===== config.mk =====
export PLATFORM = sky130hd
export DESIGN_NAME = apb2sysbus
export DESIGN_NICKNAME = d
export VERILOG_FILES = /design/src/rtl/apb2sysbus.sv
export SDC_FILE = /design/constraint.sdc
export NUM_CORES = 1
export LEC_CHECK = 0
export ABC_AREA = 1
export CAP_MARGIN = 20
export CORE_MARGIN = 3
export CORE_UTILIZATION = 50
export CTS_BUF_LIST = sky130_fd_sc_hd__clkbuf_16
export DETAILED_ROUTE_END_ITERATION = 8
export DONT_BUFFER_PORTS = 1
export MAX_ROUTING_LAYER = met4
export PLACE_DENSITY_LB_ADDON = 0.1
export SETUP_SLACK_MARGIN = 0.1
export SLEW_MARGIN = 10
export SYNTH_ARGS = -nofsm -noshare
export SYNTH_HDL_FRONTEND = slang
export SYNTH_SLANG_ARGS = --single-unit

===== constraint.sdc =====
create_clock -name clk -period 4.1 [get_ports clk]
set_input_delay 0.41 -clock clk [delete_from_list [all_inputs] [get_ports clk]]
set_output_delay 0.41 -clock clk [all_outputs]
set_load 0.03 [all_outputs]

===== src/rtl/apb2sysbus.sv =====
// apb2sysbus: APB3 completer turning each transfer into one toy sysbus
// request/ack pair, with address window check, ack timeout and orphan drain.
package toy_pack;
    localparam logic TOY_BUS_READ  = 1'b0;
    localparam logic TOY_BUS_WRITE = 1'b1;
endpackage

module apb2sysbus
    import toy_pack::*;
#(
    parameter logic [31:0] ADDR_BASE      = 32'h0000_0000,
    parameter logic [31:0] ADDR_MASK      = 32'h0000_0000,
    parameter int unsigned TIMEOUT_CYCLES = 256
) (
    input  logic        clk,
    input  logic        rst_n,
    input  logic        apb_psel,
    input  logic        apb_penable,
    input  logic        apb_pwrite,
    input  logic [31:0] apb_paddr,
    input  logic [31:0] apb_pwdata,
    output logic [31:0] apb_prdata,
    output logic        apb_pready,
    output logic        apb_pslverr,
    output logic        bus_req_vld,
    input  logic        bus_req_rdy,
    output logic [31:0] bus_req_addr,
    output logic [31:0] bus_req_data,
    output logic [3:0]  bus_req_strb,
    output logic        bus_req_opcode,
    input  logic        bus_ack_vld,
    output logic        bus_ack_rdy,
    input  logic [31:0] bus_ack_data
);
    localparam int CW = (TIMEOUT_CYCLES == 0) ? 1 : $clog2(TIMEOUT_CYCLES + 1);
    localparam logic [CW-1:0] CNT_MAX  = CW'(TIMEOUT_CYCLES);
    localparam logic [CW-1:0] CNT_FIRE = CW'(TIMEOUT_CYCLES - 1);
    localparam logic          TMO_EN   = (TIMEOUT_CYCLES != 0);

    typedef enum logic [2:0] {
        IDLE,
        REQ,
        ACK,
        RESP,
        DRAIN_REQ,
        DRAIN_ACK
    } state_t;

    state_t          state_q, state_d;
    logic [31:0]     addr_q, addr_d;
    logic [31:0]     data_q, data_d;
    logic            write_q, write_d;
    logic [31:0]     rdata_q, rdata_d;
    logic            err_q, err_d;
    logic [CW-1:0]   cnt_q, cnt_d;
    logic            drain_q, drain_d;
    logic            drain_ack_q, drain_ack_d;
    logic            hit;
    logic            fire;

    // penable carries no information for this completer
    logic unused_penable;
    assign unused_penable = apb_penable;

    assign hit  = (apb_paddr & ADDR_MASK) == ADDR_BASE;
    assign fire = TMO_EN && (cnt_q >= CNT_FIRE);

    always_ff @(posedge clk or negedge rst_n) begin
        if (!rst_n) begin
            state_q     <= IDLE;
            addr_q      <= '0;
            data_q      <= '0;
            write_q     <= 1'b0;
            rdata_q     <= '0;
            err_q       <= 1'b0;
            cnt_q       <= '0;
            drain_q     <= 1'b0;
            drain_ack_q <= 1'b0;
        end else begin
            state_q     <= state_d;
            addr_q      <= addr_d;
            data_q      <= data_d;
            write_q     <= write_d;
            rdata_q     <= rdata_d;
            err_q       <= err_d;
            cnt_q       <= cnt_d;
            drain_q     <= drain_d;
            drain_ack_q <= drain_ack_d;
        end
    end

    always_comb begin
        state_d     = state_q;
        addr_d      = addr_q;
        data_d      = data_q;
        write_d     = write_q;
        rdata_d     = rdata_q;
        err_d       = err_q;
        drain_d     = drain_q;
        drain_ack_d = drain_ack_q;
        unique case (state_q)
            IDLE: begin
                if (apb_psel) begin
                    addr_d  = apb_paddr;
                    data_d  = apb_pwdata;
                    write_d = apb_pwrite;
                    err_d   = !hit;
                    state_d = hit ? REQ : RESP;
                end
            end
            REQ: begin
                if (bus_req_rdy) begin
                    state_d = ACK;
                end else if (fire) begin
                    state_d     = RESP;
                    err_d       = 1'b1;
                    drain_d     = 1'b1;
                    drain_ack_d = 1'b0;
                    if (!write_q) rdata_d = '0;
                end
            end
            ACK: begin
                // an ack in the firing cycle still wins
                if (bus_ack_vld) begin
                    state_d = RESP;
                    err_d   = 1'b0;
                    if (!write_q) rdata_d = bus_ack_data;
                end else if (fire) begin
                    state_d     = RESP;
                    err_d       = 1'b1;
                    drain_d     = 1'b1;
                    drain_ack_d = 1'b1;
                    if (!write_q) rdata_d = '0;
                end
            end
            RESP: begin
                if (drain_q) begin
                    state_d = drain_ack_q ? DRAIN_ACK : DRAIN_REQ;
                    drain_d = 1'b0;
                end else begin
                    state_d = IDLE;
                end
            end
            DRAIN_REQ: begin
                if (bus_req_rdy) state_d = DRAIN_ACK;
            end
            DRAIN_ACK: begin
                if (bus_ack_vld) state_d = IDLE;
            end
            default: state_d = IDLE;
        endcase
    end

    // saturate so a late request handshake cannot wrap the budget
    always_comb begin
        cnt_d = cnt_q;
        if ((state_q == REQ || state_q == ACK) && TMO_EN && cnt_q != CNT_MAX)
            cnt_d = cnt_q + 1'b1;
        if (state_d == IDLE && state_q != IDLE)
            cnt_d = '0;
    end

    assign bus_req_vld    = (state_q == REQ) || (state_q == DRAIN_REQ);
    assign bus_ack_rdy    = (state_q == ACK) || (state_q == DRAIN_ACK);
    assign bus_req_addr   = addr_q;
    assign bus_req_data   = data_q;
    assign bus_req_strb   = 4'hF;
    assign bus_req_opcode = write_q ? TOY_BUS_WRITE : TOY_BUS_READ;
    assign apb_pready     = (state_q == RESP);
    assign apb_pslverr    = (state_q == RESP) && err_q;
    assign apb_prdata     = (state_q == RESP) ? rdata_q : '0;
endmodule


# [After elaboration in Yosys (flattened, before gate mapping)]
# Index checks and enable logic that the tools add are counted.
# Widths: inputs -> output; s select.
[word_totals] output_inout_bits=105 in_bits=103 ff_bits=112
[op_classes] reduce_logical=18 n_addsub=1 magnitude_cmp=1 muxes=33 eq_ne=12
[ops] operator="$mux 32" count=6
[ops] operator="$pmux 32 s2" count=1
[ops] operator="$mux 3" count=7
[ops] operator="$mux 9" count=2
[ops] operator="$pmux 3 s6" count=1
[ops] operator="$mux 1" count=13
[ops] operator="$ne 2x2->1 const B" count=5
[ops] operator="$add 9x1->9 const B" count=1
[ops] operator="$ge 9x8->1 const B" count=1
[ops] operator="$ne 9x9->1 const B" count=1
[ops] operator="$reduce_and 3->1" count=3
[ops] operator="$reduce_bool 3->1" count=3
[ops] operator="$eq 3x2->1 const B" count=2
[ops] operator="$eq 3x3->1 const B" count=2
[ops] operator="$logic_not 3->1" count=2
[ops] operator="$pmux 1 s3" count=2
[ops] operator="$reduce_and 5->1" count=1
[ops] operator="$reduce_bool 2->1" count=2
[ops] operator="$eq 3x1->1 const B" count=1
[ops] operator="$logic_and 1x1->1" count=3
[ops] operator="$logic_or 1x1->1" count=3
[ops] operator="$ne 3x3->1 const B" count=1
[ops] operator="$pmux 1 s2" count=1
[ops] operator="$reduce_and 2->1" count=1

# [Logic depth before layout (Yosys ltp)]
# Gate-level depths: netlist (run 1).
[logic_depth] depth_word=7 depth_mapped=12

# [Least setup slack after synthesis (run 1)]
# No wires, ideal clock.
[synth_path] path_type="reg-to-reg" startpoint="register cnt_q[0]" endpoint="register cnt_q[0]" period_less_slack_ps=1747 n_path_buf=0 t_required_ps=3978 stages_incl_launch_ff=11 setup_slack_ps=2353 t_arrival_ps=1625 cell_sequence="dfrtp_1 > ha_1 > nand2_1 > nor3_1 > ha_1 > nor2_1 > nand2_2 > o21ai_0 > nand2_1 > nor2_4 > nor2_1"
[synth_via] elab_chain_len=7 word_cells_on_any_way=13 cone_classes="add/sub (1); order compare (1); eq/ne (1); mux (6); reduce/logical (4)"
[synth_lines] item="start, declared" line="55" rtl="logic [CW-1:0] cnt_q, cnt_d;"
[synth_lines] item="start signal, assigned" line="86" rtl="cnt_q <= cnt_d;"
[synth_lines] item="$ge 9x8->1 *" line="66" rtl="assign fire = TMO_EN && (cnt_q >= CNT_FIRE);"
[synth_lines] item="$mux 3 *" line="114, 128"
[synth_lines] item="$mux 3 (on tied branches)" line="124, 112"
[synth_lines] item="$pmux 3 s6 *" line="101" rtl="unique case (state_q)"
[synth_lines] item="named net state_d[1]" line="49" rtl="state_t state_q, state_d;"
[synth_lines] item="$logic_not 3->1 *" line="159" rtl="if (state_d == IDLE && state_q != IDLE)"
[synth_lines] item="$logic_and 1x1->1 *" line="159"
[synth_lines] item="$mux 9 or $reduce_bool 2->1 (tied branches)"
# The timed path passes the listed nets; every way through them passes the cells marked *. The select of a mux whose other input is x is not followed.
# A chain may end at the register's enable or synchronous reset.

# [Final worst setup path (run 1)]
[layout_path] startpoint="register state_q[2]" endpoint="output port apb_prdata[31]"
[layout_via] elab_chain_len=2
[layout_lines] item="start, declared" line="49"
[layout_lines] item="start signal, assigned" line="80" rtl="state_q <= state_d;"
[layout_lines] item="$eq 3x2->1" line="171" rtl="assign apb_prdata = (state_q == RESP) ? rdata_q : '0;"
[layout_lines] item="$mux 32" line="171"
[layout_lines] item="end, declared" line="22" rtl="output logic [31:0] apb_prdata,"
# Every way passes these cells.

==> run metrics, run 1 <==
Period Utilization, post-route=0.574; Diodes inserted=0; DIE AREA=11,400 um^2; largest family of logic cells by synthesized area=simple AND/OR/NAND/NOR gates; CTS Sinks=112; vias in the first global route=3,587; Static Leakage=2.92 nW; CTS tree=yes; via density per instance=4.98; #FFs+latches synth=112; cells along the critical path=inv_2 -> nand3_4 -> nor2_1; fin. max-slew vios=0; highest clock rate=0.425 GHz; Max FO, Critical Path=35; critical setup path kind=reg -> out; I/O pin cnt=208; Yosys warning count=0; Die W=107 um; Slew HR=0.312; Syn Inst Count=631; Post-synth EDFFs=0; r2r endpoint=bus_req_data[12]; vias after detailed routing=3,749; Core Rows=36; reg2reg path depth=6; core area=9820 um^2; crit path DAT=1940 ps; Overflow after GRT=0; HPWL after detailed placement=7760 um; Synth Area in Simple Gates=0.335; largest area contributor in the netlist=dfrtp_1; Adder-Cell Fraction of Synth Area=0.00740; initial antenna violation count=0; Final nets=722; Pre-antenna DRT Iters=4; Layout area overhead=6.49%; HP Class=in -> async; Mapped Avg Cell Area=8.04 um^2; number of port buffers=0; multiplexer area fraction after synthesis=0; Worst-path clk slew=70 ps; post-synthesis sequential area ratio=0.553; Synth Cell Area=5070 um^2; RR Startpoint=state_q[0]; Synth top area share=0.553; commonest non-fill, non-tap cell in the layout=nand2_1; post-route ant nets=0; CP startpoint kind=flip-flop; CP endpoint=apb_prdata[31]; global-route wire length before repair=17,900 um; Setup Skew=7.96 ps; Reg2Reg Setup Slack=1840 ps; CTS buffer count=9; die span in y=107 um; largest cells by area after synthesis=dfrtp_1 55%, nand2_1 21%, inv_1 4.1%, nand3_1 4.1%, nor2_1 3.8%; Synth cell types=34; violated checks=negative hold slack; critical path's top delay family=simple AND/OR/NAND/NOR gates; Non-Filler Instances=753; post-synthesis xor/xnor area fraction=0.00518; DRC viols=0; RSZ-0062 raised after global routing=no; ys async rst share=1.00; Hold Violations, Final=1; WP data required=3690 ps; share of cells above drive strength 1=0.0742; Worst Max-Slew Pin Slew=1030 ps; crit-path max cell delay=610 ps; average wire per standard cell=15.1 um; crit end category=output pin; WHS=-6.13 ps; fraction of the mapped netlist area in compound gates=0.0178; setup TNS=0 ps; slowest cell on the critical path=nor2_1; WP buf/inv=1; worst-case vdd ir drop=0.000420 V; Post-CTS Resized=0; Clk Latency, worst-skew pair=330 ps; Max-Cap Viols=0; routed wire length=11,400 um; Fillers=923; prevailing post-synth register cell=dfrtp_1; largest net degree at the start of global routing=113; outcome=complete, but fails checks; Power Density=864 nW/um^2; dpl cells=736; Initial Utilization=0.516; Initial DRC Count=252; clock tree buffer depth=2; clk root buf=clkbuf_16; Final setup violation count=0; Crit path depth=3; GRT Overall Usage=0.203; global placement routability congestion=0.791; Worst Setup SP=state_q[2]; crit path time final=2350 ps; H-tree Lvls=3; most frequent cells in the layout=283 x nand2_1, 112 x dfrtp_1, 56 x inv_1, 52 x nor2_1, 42 x nand3_1
worst min path at each step:
| stage | depth (start not counted) | endpoint | startpoint | slack (ps) |
|---|---|---|---|---|
| 2_1_floorplan | 0 | bus_req_addr[0] | rst_n | 110 |
| 3_3_place_gp | 0 | state_q[0] | rst_n | 120 |
| 3_5_place_dp | 0 | rdata_q[2] | rst_n | 120 |
| 4_1_cts | 1 | rdata_q[2] | rst_n | 40 |
| 5_1_grt | 1 | rdata_q[2] | rst_n | 50 |
| 6_report | 1 | rdata_q[2] | rst_n | -6 |
per-layer routing:
metal / GRT usage / part of all wire / routed length (um)
met3: 0.0578 / 0.089 / 1010
met4: 0.0438 / 0.0067 / 76
met2: 0.317 / 0.47 / 5370
met5: - / 0 / 0
met1: 0.267 / 0.43 / 4900
power by group:
group	total, mW	internal (mW)	switching (mW)
Combinational	1.29	0.375	0.912
Sequential	2.53	1.56	0.969
Clock	0.845	0.468	0.377
Total	4.67	2.41	2.26
flip-flops by register name, indices dropped and copies added (netlist names):
signal / flops
drain_ack_q: 1
err_q: 1
bus_req_data: 32
bus_req_addr: 32
state_q: 3
cnt_q: 9
drain_q: 1
write_q: 1
rdata_q: 32
synth_stat cells, types with 2 or more instances:
| cell type | n |
|---|---|
| nand2_2 | 14 |
| xor2_1 | 3 |
| nand2_1 | 283 |
| dfrtp_1 | 112 |
| nor2_2 | 3 |
| nand3_2 | 3 |
| nand3_1 | 42 |
| clkbuf_1 | 11 |
| nor2_1 | 52 |
| inv_1 | 56 |
| buf_4 | 8 |
| nand4_1 | 3 |
| inv_2 | 2 |
| buf_2 | 9 |
| ha_1 | 3 |
| o21ai_0 | 8 |
| buf_6 | 2 |
cell families after synthesis:
family                   after synthesis
AND/OR/NAND/NOR                      406
flip-flops                           112
buffers and inverters                 91
AO/OA/AOI/OAI                         15
XOR/XNOR                               3
adder cells (fa/ha/maj)                3
other                                  1
through the flow:
stage | area (um^2) | power, mW | setup slack, ps | utilization
global route | 5400 | 5.01 | 1620 | 0.550
floorplan | 5080 | 3.57 | 2350 | -
global placement | 5070 | 3.76 | 1560 | 0.516
detailed placement | 5070 | 3.82 | 1500 | 0.516
finish | 5400 | 4.67 | 1750 | 0.550
CTS | 5380 | 4.70 | 1470 | 0.548
layout make-up:
| type | count | area (um^2) | share of cell area |
|---|---|---|---|
| Tap cell | 133 | 166 | 0.0308 |
| Multi-Input combinational cell | 431 | 1870 | 0.346 |
| Timing Repair Buffer | 3 | 55.1 | 0.0102 |
| Sequential cell | 112 | 2800 | 0.519 |
| Inverter | 59 | 224 | 0.0415 |
| Clock inverter | 6 | 58.8 | 0.0109 |
| Clock buffer | 9 | 225 | 0.0417 |
timing repair:
action | in CTS | in global routing
buffers inserted | 0 | 0
hold buffers | 1 | 0
hold endpoints to repair | 112 | 0
(Power assumes the default switching activity.)
==> run 2, diff against run 1 <==
- ABC_AREA: 1 -> 0
- clock period: 4.1 -> 2.45 ns (I/O delays scaled with it)
==> run 2 against run 1 <==
Compared with the run above: core utilization rose by 3.4 points; via count fell by 26%; non-clock buffer count rose by 10; the flow still finishes with violations (negative hold slack); clock power rose by 62%; cell count fell by 34%; die area fell by 6.0%.
==> run metrics, run 2 <==
Die W=103 um (-3.0%); Non-Filler Instances=494 (-34%); number of port buffers=0 (unchanged); crit end category=output pin; global placement routability congestion=0.810 (+2.4%); HP Class=in -> async; Post-synth EDFFs=0 (unchanged); outcome=complete, but fails checks; largest cells by area after synthesis=dfrtp_1 59%, mux2_2 15%, a22o_1 5.9%, and2_1 4.3%, nor2_1 1.3%; initial antenna violation count=1 (+1); global-route wire length before repair=15,300 um (-15%); commonest non-fill, non-tap cell in the layout=dfrtp_1; crit-path max cell delay=510 ps (-100 ps); I/O pin cnt=208 (unchanged); core area=8980 um^2 (-8.6%); Power Density=1510 nW/um^2 (+75%); prevailing post-synth register cell=dfrtp_1; violated checks=negative hold slack; Setup Skew=8.76 ps (+0.799 ps); Initial Utilization=0.529 (+0.0128); CP startpoint kind=flip-flop; worst-case vdd ir drop=0.000782 V (+86%); WHS=-404 ps (-398 ps); crit path time final=2140 ps; CTS Sinks=112 (unchanged); post-synthesis sequential area ratio=0.590 (+0.0373); Slew HR=0.613 (+0.301); Final nets=468 (-35%); crit path DAT=1890 ps (-50 ps); critical setup path kind=reg -> out; Synth Cell Area=4750 um^2 (-6.3%); setup TNS=0 ps (unchanged); Worst Max-Slew Pin Slew=578 ps (-453 ps); Mapped Avg Cell Area=13.2 um^2 (+65%); largest net degree at the start of global routing=113 (unchanged); Core Rows=34 (-5.6%); WP data required=2200 ps (-1490 ps); cells along the critical path=and3b_1 -> buf_6 -> and2_1; Max FO, Critical Path=33 (-5.7%); most frequent cells in the layout=110 x dfrtp_1, 65 x mux2_2, 33 x and2_1, 32 x a22o_1, 16 x nor2_1; post-route ant nets=0 (unchanged); DRC viols=0 (unchanged); count leader, synth=dfrtp_1; average wire per standard cell=20.5 um (+36%); Worst-path clk slew=70 ps (about the same); Synth top area share=0.590 (+0.0373); Max-Cap Viols=0 (unchanged); routed wire length=10,100 um (-11%); setup bufs post-CTS=0 (unchanged); slowest cell on the critical path=dfrtp_1; Post-synth top cells=112 x dfrtp_1, 65 x mux2_2, 33 x and2_1; GRT Overall Usage=0.195 (-0.00761); highest clock rate=0.468 GHz; Clk Latency, worst-skew pair=340 ps (about the same); Synth cell types=44 (+29%); CTS buffer count=9 (unchanged); Final setup violation count=0 (unchanged); vias in the first global route=2,839 (-21%); Yosys warning count=0 (unchanged); ys async rst share=1.00 (unchanged); H-tree Lvls=3 (unchanged); via density per instance=5.59 (+12%); Period Utilization, post-route=0.872; dpl cells=477 (-35%); Hold Violations, Final=112 (+111); share of cells above drive strength 1=0.283 (+0.209); Post-DP Area=4930 um^2 (-2.7%); fin. max-slew vios=0 (unchanged); final instance area=5240 um^2 (-2.9%); largest area contributor in the netlist=dfrtp_1; Static Leakage=2.31 nW (-21%); clock tree buffer depth=2 (unchanged); vias after detailed routing=2,760 (-26%); CTS tree=yes; Layout area overhead=10.4%; reg2reg path depth=9 (+3); Syn Inst Count=359 (-43%); die span in y=103 um (-3.0%); DIE AREA=10,700 um^2 (-6.0%); Initial DRC Count=102 (-60%); Pre-antenna DRT Iters=4 (unchanged); RSZ-0062 raised after global routing=no; clk root buf=clkbuf_16; Overflow after GRT=0 (unchanged); #FFs+latches synth=112 (unchanged); HPWL after detailed placement=7110 um (-8.5%)
## run 2: cell families after synthesis
| kind of cell | synth area share |
|---|---|
| buffers and inverters | 0.0329 |
| adder cells (fa/ha/maj) | 0.00790 |
| AND/OR/NAND/NOR | 0.103 |
| XOR/XNOR | 0.0166 |
| multiplexers | 0.154 |
| other | 0.000789 |
| flip-flops | 0.590 |
| AO/OA/AOI/OAI | 0.0946 |
## run 2: final timing paths
check                                  from                to  slack (ps)
max                              state_q[2]    apb_prdata[25]         310
min                                   rst_n  bus_req_data[16]        -400
max reg2reg                        cnt_q[0]          cnt_q[0]         330
min reg2reg                      rdata_q[5]        rdata_q[5]         490
max in group asynchronous             rst_n          cnt_q[2]        2670
min in group clk           bus_ack_data[12]       rdata_q[12]          40
## run 2: critical path, delay by kind of cell, from the launching register on
family	cells	cell delay (ps)
buf+inv	1	270
flops	1	510
simple gates	2	750
## run 2: per-stage QoR
stage	power (mW)	hold WS [ps]	utilization	worst slack, ps
after floorplan	6.01	-50.6	-	375
after global routing	8.42	-432	0.584	92.9
after global placement	6.52	-48.3	0.549	296
after CTS	8.00	-419	0.581	130
final	7.93	-404	0.584	314
after detailed placement	6.59	-46.1	0.549	252
## run 2: layout make-up
class,instances,area [um^2]
tap,126,158
inverter,8,30.0
fill,727,3730
sequential,112,2810
clock inverter,7,58.8
antenna,1,2.50
timing repair buffer,13,126
multi-input combinational,218,1840
clock buffer,9,225
## run 2: timing repair
action	CTS	global route
gates resized for setup	0	7
hold endpoints to repair	112	112
setup endpoints to repair	0	41
## run 2: layer usage
layer | routed length [um] | vias to the layer above | GRT usage
li1 | - | 1269 | -
met1 | 4100 | 1351 | 0.245
met2 | 4970 | 130 | 0.297
met3 | 912 | 10 | 0.0657
met4 | 127 | 0 | 0.0687
met5 | 0 | - | -
## run 2: report_power, final
group / switching (mW) / internal [mW] / total, mW
logic: 1.07 / 1.13 / 2.20
clock network: 0.669 / 0.703 / 1.37
registers: 1.75 / 2.62 / 4.36
total: 3.48 / 4.45 / 7.93
